===== src/rtl/logic_op_arbiter.sv =====
// Round-robin arbiter that time-shares one registered OR/AND/XOR/NOR unit among NREQ requesters.
// Each transaction runs IDLE -> EXEC -> RESP. Grant is held across EXEC and RESP, and done pulses in RESP.
module logic_op_arbiter #(
  parameter int NREQ  = 4,
  parameter int WIDTH = 8,
  parameter int CNT_W = 16
) (
  input  logic                  clk,
  input  logic                  rst_n,
  input  logic [NREQ-1:0]       req,
  input  logic [NREQ*WIDTH-1:0] op_a,
  input  logic [NREQ*WIDTH-1:0] op_b,
  input  logic [NREQ*2-1:0]     op_sel,
  output logic [NREQ-1:0]       gnt,
  output logic [NREQ-1:0]       done,
  output logic [WIDTH-1:0]      result,
  output logic                  busy,
  output logic [CNT_W-1:0]      txn_count
);

  localparam int PTR_W = (NREQ > 1) ? $clog2(NREQ) : 1;

  typedef enum logic [1:0] {
    IDLE = 2'b00,
    EXEC = 2'b01,
    RESP = 2'b10
  } state_t;

  state_t             state_q;
  logic [PTR_W-1:0]   rr_ptr_q;
  logic [NREQ-1:0]    gnt_q;
  logic [NREQ-1:0]    done_q;
  logic [WIDTH-1:0]   result_q;
  logic               busy_q;
  logic [CNT_W-1:0]   txn_q;
  logic [WIDTH-1:0]   a_q;
  logic [WIDTH-1:0]   b_q;
  logic [1:0]         sel_q;

  logic               win_found_s;
  logic [PTR_W-1:0]   win_s;
  logic [WIDTH-1:0]   win_a_s;
  logic [WIDTH-1:0]   win_b_s;
  logic [1:0]         win_sel_s;

  function automatic logic [WIDTH-1:0] logic_op(input logic [WIDTH-1:0] a,
                                                input logic [WIDTH-1:0] b,
                                                input logic [1:0]       sel);
    logic [WIDTH-1:0] r;
    case (sel)
      2'b00:   r = a | b;
      2'b01:   r = a & b;
      2'b10:   r = a ^ b;
      2'b11:   r = ~(a | b);
      default: r = {WIDTH{1'b0}};
    endcase
    return r;
  endfunction

  // Round-robin pick: first pass takes indices above rr_ptr, second pass wraps to the rest.
  always_comb begin
    logic hit;
    logic above;
    hit         = 1'b0;
    above       = 1'b0;
    win_found_s = 1'b0;
    win_s       = {PTR_W{1'b0}};
    win_a_s     = {WIDTH{1'b0}};
    win_b_s     = {WIDTH{1'b0}};
    win_sel_s   = 2'b00;
    for (int p = 0; p < 2; p++) begin
      for (int j = 0; j < NREQ; j++) begin
        above       = (PTR_W'(j) > rr_ptr_q);
        hit         = !win_found_s && req[j] && ((p == 0) ? above : !above);
        win_s       = hit ? PTR_W'(j) : win_s;
        win_a_s     = hit ? op_a[j*WIDTH +: WIDTH] : win_a_s;
        win_b_s     = hit ? op_b[j*WIDTH +: WIDTH] : win_b_s;
        win_sel_s   = hit ? op_sel[j*2 +: 2] : win_sel_s;
        win_found_s = win_found_s | hit;
      end
    end
  end

  // Transaction sequencer; all outputs are registered here and cleared asynchronously.
  always_ff @(posedge clk or negedge rst_n) begin
    if (!rst_n) begin
      state_q  <= IDLE;
      rr_ptr_q <= PTR_W'(NREQ - 1);
      gnt_q    <= {NREQ{1'b0}};
      done_q   <= {NREQ{1'b0}};
      result_q <= {WIDTH{1'b0}};
      busy_q   <= 1'b0;
      txn_q    <= {CNT_W{1'b0}};
      a_q      <= {WIDTH{1'b0}};
      b_q      <= {WIDTH{1'b0}};
      sel_q    <= 2'b00;
    end else begin
      case (state_q)
        IDLE: begin
          if (win_found_s) begin
            gnt_q    <= NREQ'(1) << win_s;
            a_q      <= win_a_s;
            b_q      <= win_b_s;
            sel_q    <= win_sel_s;
            rr_ptr_q <= win_s;
            busy_q   <= 1'b1;
            state_q  <= EXEC;
          end else begin
            state_q  <= IDLE;
          end
        end
        EXEC: begin
          result_q <= logic_op(a_q, b_q, sel_q);
          done_q   <= gnt_q;
          state_q  <= RESP;
        end
        RESP: begin
          gnt_q   <= {NREQ{1'b0}};
          done_q  <= {NREQ{1'b0}};
          txn_q   <= txn_q + CNT_W'(1);
          busy_q  <= 1'b0;
          state_q <= IDLE;
        end
        default: begin
          gnt_q   <= {NREQ{1'b0}};
          done_q  <= {NREQ{1'b0}};
          busy_q  <= 1'b0;
          state_q <= IDLE;
        end
      endcase
    end
  end

  assign gnt       = gnt_q;
  assign done      = done_q;
  assign result    = result_q;
  assign busy      = busy_q;
  assign txn_count = txn_q;

endmodule


===== config.mk =====
export PLATFORM = sky130hd
export DESIGN_NAME = logic_op_arbiter
export DESIGN_NICKNAME = d
export VERILOG_FILES = /design/src/rtl/logic_op_arbiter.sv
export SDC_FILE = /design/constraint.sdc
export NUM_CORES = 1
export LEC_CHECK = 0
export BUFFER_PORTS_ARGS = -buffer_cell sky130_fd_sc_hd__buf_4
export CAP_MARGIN = 20
export CORE_AREA = 5 5 86 108
export DETAILED_ROUTE_END_ITERATION = 8
export DIE_AREA = 0 0 91 113
export PLACE_DENSITY_LB_ADDON = 0.12
export SYNTH_ARGS = -nofsm -noshare
export SYNTH_HDL_FRONTEND = slang
export SYNTH_SLANG_ARGS = --single-unit

===== constraint.sdc =====
create_clock -name clk -period 1.9 [get_ports clk]
set_input_delay 0 -clock clk [delete_from_list [all_inputs] [get_ports clk]]
set_output_delay 0 -clock clk [all_outputs]
set_load 0.01 [all_outputs]

After elaboration in Yosys (flattened, before gate mapping)
Index checks and enable logic that the tools add are counted.

cells by class
  $add $sub $neg = 1
  multiplexer cells = 39
  eq/ne operators = 6
  order comparisons = 4
  bitwise logic cells = 12
  reduce and logical (&&, ||, !) cells = 30
  shifts and indexed selects = 1

operators with widths
  kind                     number
  $mux W8                  16
  $pmux W8 S4              1
  $mux W2                  14
  $add A16 B1 Y16 const B  1
  $pmux W4 S2              2
  $logic_and A1 B1 Y1      15
  $logic_not A1 Y1         11
  $and A8 B8 Y8            1
  $not A8 Y8               1
  $or A8 B8 Y8             1
  $xor A8 B8 Y8            1
  $or A1 B1 Y1             7
  $eq A2 B2 Y1 const B     3
  $eq A2 B1 Y1 const B     2
  $gt A1 B2 Y1 const A     2
  $gt A2 B2 Y1 const A     2
  $logic_not A2 Y1         2
  $mux W4                  1
  $pmux W2 S2              1
  $reduce_and A2 Y1        2
  $shl A1 B2 Y4 const A    1
  $mux W1                  3
  $ne A2 B2 Y1 const B     1
  $pmux W1 S2              1
  $not A1 Y1               1

storage, ports and cells
  input bits = 78
  output and inout bits = 33
  word-level logic and storage cells = 103
  register bits = 55

Depth between registers and ports, before layout
  depth after elaboration = 33
  mapped depth = 7
  mapped depth without buffers = 7

Least setup slack after synthesis
OpenSTA, ideal clock, no wires.

  kind = reg2reg
  start = register rr_ptr_q[1]
  end = register gnt_q[2] (netlist: gnt[2])
  stages on the path, launching flop included = 7
  required time = 1.778 ns
  clock period less this slack = 1.761 ns
  slack = 0.139 ns
  buffers on the path = 2
  arrival time = 1.639 ns
  setup time = 0.122 ns
  cells stage by stage = dfstp_2 -> buf_4 -> nand2_1 -> nor4b_4 -> nor2_2 -> buf_2 -> a32o_1

on the way
  word-level cells in the longest chain between the ends = 33
  elaborated cells on any way between the ends = 49
  those cells by class = order compare: 4; eq/ne: 1; shift: 1; mux: 9; bitwise: 7; reduce/logical: 27

ends and longest elaborated chain
  element                            RTL line  source
  start: declaration                 30        logic [PTR_W-1:0] rr_ptr_q;
  start signal: assignment           88        rr_ptr_q <= PTR_W'(NREQ - 1);
  start signal: assignment           105       rr_ptr_q <= win_s;
  $gt A1 B2 Y1                       73        above = (PTR_W'(j) > rr_ptr_q);
  $logic_and A1 B1 Y1                74        hit = !win_found_s && req[j] && ((p == 0) ? above : !above);
  $logic_not A1 Y1                   74
  $logic_and A1 B1 Y1 (2 in series)  74
  $or A1 B1 Y1                       79        win_found_s = win_found_s | hit;
  $logic_not A1 Y1                   74
  $logic_and A1 B1 Y1 (2 in series)  74
  $or A1 B1 Y1                       79
  (+13 left out)                     --
  $logic_and A1 B1 Y1 (2 in series)  74
  $or A1 B1 Y1                       79
  $logic_not A1 Y1                   74
  $logic_and A1 B1 Y1 (2 in series)  74
  $mux W2                            75        win_s = hit ? PTR_W'(j) : win_s;
  $shl A1 B2 Y4                      101       gnt_q <= NREQ'(1) << win_s;
  $mux W4                            100       if (win_found_s) begin
  $pmux W4 S2                        98        case (state_q)
  end signal: assignment             89        gnt_q <= {NREQ{1'b0}};
  end signal: assignment             101
  end signal: assignment             118       gnt_q <= {NREQ{1'b0}};
  end: declaration                   31        logic [NREQ-1:0] gnt_q;

Several ways; a longest one is shown, not always the timed one. The select of a mux whose other input is x is not followed.
A chain may end at the register's enable or synchronous reset.

Worst setup path after layout
  start = register rr_ptr_q[0]
  end = register b_q[3]

on the way
  word-level cells in the longest chain between the ends = 31
  elaborated cells on any way between the ends = 46
  those cells by class = order compare: 4; mux: 8; bitwise: 7; reduce/logical: 27

ends and longest elaborated chain
  element                            RTL line  source
  $gt A1 B2 Y1                       73
  $logic_and A1 B1 Y1                74
  $logic_not A1 Y1                   74
  $logic_and A1 B1 Y1 (2 in series)  74
  $or A1 B1 Y1                       79
  $logic_not A1 Y1                   74
  $logic_and A1 B1 Y1 (2 in series)  74
  $or A1 B1 Y1                       79
  (+11 left out)                     --
  $or A1 B1 Y1                       79
  $logic_not A1 Y1                   74
  $logic_and A1 B1 Y1 (2 in series)  74
  $or A1 B1 Y1                       79
  $logic_not A1 Y1                   74
  $logic_and A1 B1 Y1 (2 in series)  74
  $or A1 B1 Y1                       79
  $reduce_and A2 Y1 (no line)        --
  end signal: assignment             95        b_q <= {WIDTH{1'b0}};
  end signal: assignment             103       b_q <= win_b_s;
  end: declaration                   37        logic [WIDTH-1:0] b_q;

Several ways; a longest one is shown, not always the timed one.

==> run_results.csv <==
group,metric,value,unit
status,outcome,"finished clean",
setup_path,crit_type,"flip-flop to flip-flop",
logic_synthesis,ys.warnings.count,0,
logic_synthesis,ys_async_sr_fraction,100,%
global_route,grt_usage,23.6,%
global_route,grt_max_degree,56,
clocking,clock-sinks,55,
timing,grt_setup_unrepaired,"yes",
setup_path,start_kind,"flip-flop",
logic_synthesis,synthCells,459,
cells_and_area,antenna_cells,0,
setup_path,end_kind,"flip-flop",
detailed_routing,first_pass_iters,6,
detailed_routing,wire_per_inst,18.4,um
cells_and_area,drive_above_1_share,31.5,%
logic_synthesis,post-synth-top-area-fraction,33.6,%
global_route,grt_pass1_vias,3999,
logic_synthesis,syn_nets,554,
logic_synthesis,synth.avg_cell_area,8.59,sq um
logic_synthesis,netlist_area,3940,sq um
logic_synthesis,synthTopCellsByArea,"dfrtp_1 (34%), ha_1 (5.4%), o21ai_0 (5.2%)",
placement,placed_cells,666,
power,leakagePower,2.55,nW
clocking,cts_tree,"yes",
detailed_routing,drt-total-wl,12700,um
timing,min_period,1.84,ns
setup_path,worst-path-max-fanout,6,
timing,slew_headroom,53.8,%
detailed_routing,vias,4135,
setup_path,cp_data_required_time,2.09,ns
placement,gp_congestion,0.917,
power,p_sw,3.11,mW
power,powerDensity,1330,nW/um^2
placement,hpwl,9130,um
timing,setup_viol,0,
die,placement_rows,37,
setup_path,cp_data_arrival_time,2.02,ns
clocking,clk_path_buf_depth,2,
cells_and_area,syn_to_final_growth,36.2,%
die,die_x,91,um
logic_synthesis,synth_top_family_by_area,"simple AND/OR/NAND/NOR gates",
global_route,grt_antenna_before_repair,0,
power,sw_frac_of_total,43.4,%
timing,layout_setup_ws,0.0630,ns
die,start_util,48.7,%
timing,skew,0.00918,ns
clocking,clk_latency,0.32,ns
logic_synthesis,synth_ff_type,"dfrtp_1",
detailed_routing,antenna_left,0,
cells_and_area,final_nets,687,
cells_and_area,fin_cells,690,
cells_and_area,fill_cells,685,
detailed_routing,drt_iter0_drc,265,
logic_synthesis,synth_seq_cells,55,
timing,fin_crit_sh,96.7,%
timing,timing.fmax,544,MHz
detailed_routing,vias_per_cell,5.99,
timing,hold_violations,0,
die,core,8100,sq um
run,drv_cap,0,
die,dieArea,10300,sq um
power,ir_drop,0.888,mV
die,die_h,113,um
placement,pre_cts_slack,-0.0224,ns
power,clkPwrFrac,11.8,%
power,p_comb_share,58.6,%
logic_synthesis,synthMuxAreaShare,2.32,%
clocking,clk_pin_slew,0.10,ns
die,io_pins,111,
logic_synthesis,synth_edf_count,0,
logic_synthesis,synthAdderAreaFrac,5.40,%
logic_synthesis,synthDistinctLibCells,50,
logic_synthesis,synth_compound_area_share,22.1,%
placement,io_buffers,110,
cells_and_area,mostFrequentLayoutCells,"buf_4 (146), dfrtp_1 (53), o21ai_0 (41), nand2_1 (40), nor2_1 (25)",
setup_path,rr_worst_depth,7,
logic_synthesis,seq_area_frac_synth,35.0,%
cells_and_area,final_common_cell,"buf_4",
hold_path,min_path_type,"input pin to flip-flop",
power,p_int,4.05,mW
global_route,grt_pass1_wl,20100,um
clocking,cts_root_buffer,"clkbuf_8",
timing,worst_slew_pin_slew,0.692,ns
timing,whs,0.0225,ns
power,power_frac_seq,29.6,%
global_route,globalRouteOverflowTotal,0,
clocking,htreeDepth,2,
logic_synthesis,yosys.area_share.simple,25.5,%
detailed_routing,drc_errors,0,
clocking,numCtsBuffers,5,
logic_synthesis,synth_xor_area_share,3.33,%
logic_synthesis,synth_top_area_cell,"dfrtp_1",
hold_path,hold_depth,3,
timing,drv_slew,0,
timing,fin_setup_tns,0,ns
==> area by class of cell <==
cell class | count | area, sq um | area share, %
clock buffers | 6 | 82.6 | 1.54
clock inverters | 2 | 38.8 | 0.722
inverters | 21 | 78.8 | 1.47
multi-input cells | 348 | 2410 | 45.0
flip-flops and latches | 55 | 1380 | 25.7
well taps | 97 | 121 | 2.26
repair buffers | 161 | 1250 | 23.4
==> flip-flops by register name, summed over array words and instances, names as in the netlist <==
register and cells:
a_q 8, b_q 8, busy 1, done 4
gnt 4, result 8, rr_ptr_q 2, sel_q 2
state_q 2, txn_count 16
==> layer usage <==
metal  track usage [%]  up-vias  routed length, um
met3              3.92       46                962
met4              9.98        0                435
met5                 0        -                  0
li1                  -     1964                  -
met2              39.1      225               6090
met1              30.3     1900               5190
==> power by group through the flow <==
| stage | sequential [mW] | combinational [mW] | clock, mW |
|---|---|---|---|
| after floorplan | 2.04 | 2.54 | 0 |
| after global placement | 2.14 | 3.78 | 0 |
| after detailed placement | 2.17 | 3.88 | 0 |
| after CTS | 2.14 | 3.92 | 0.854 |
| after global routing | 2.19 | 4.64 | 0.903 |
| final | 2.12 | 4.19 | 0.842 |
==> worst max-delay path, cell delays in order, from the launching register on <==
cell      delay (ns)
dfstp_2         0.42
clkbuf_2        0.14
buf_4           0.14
a22oi_2         0.38
buf_6           0.19
nor3b_1         0.05
nor4_1          0.21
o221ai_1        0.17
==> kinds of logic after synthesis <==
kind of cell,Yosys count
AO/OA/AOI/OAI,128
AND/OR/NAND/NOR,179
XOR/XNOR,15
flip-flops,55
multiplexers,9
buffers and inverters,56
adder cells (fa/ha/maj),17
==> stage by stage <==
stage                     util, %  power (mW)  area, sq um
after CTS                    64.5        6.91         5230
after detailed placement     61.6        6.05         4990
after global routing         66.3        7.73         5370
final                        66.3        7.15         5370
after floorplan                 -        4.58         3940
after global placement       61.6        5.92         4990
==> synth_stat cells (8+ instances only) <==
cell type  count
and3_1        22
o22ai_1       10
o311ai_1       8
a31oi_1       10
mux2i_1        8
xnor2_1       11
o221ai_1       8
nor2_1        26
ha_1          17
nor3b_1       20
and3b_1       10
dfrtp_1       53
o21ai_0       41
or3_1          8
buf_4          9
nand3_1       18
a21oi_1       15
inv_1         20
clkbuf_1      18
nand2_1       41
nor4_1        10
a221oi_1      16
==> timing repair <==
| item | 4_1_cts | 5_1_grt |
|---|---|---|
| endpoints found under the setup margin | 8 | 14 |
| hold endpoints to repair | 63 | 0 |
| pin swaps | 0 | 22 |
| setup buffers | 0 | 4 |
| gates cloned | 0 | 1 |
| hold buffers | 11 | 0 |
| resized for setup | 2 | 22 |
==> path summary, 6_finish.rpt <==
check	start	end	slack, ns
max	rr_ptr_q[0]	b_q[3]	0.06
min in group asynchronous	rst_n	txn_count[15]	0.26
min	op_b[21]	b_q[5]	0.02
max in group asynchronous	rst_n	b_q[7]	1.18
min reg2reg	txn_count[15]	txn_count[15]	0.48
max reg2reg	rr_ptr_q[0]	b_q[3]	0.06
Note: power is estimated with default switching activity, not from simulation.
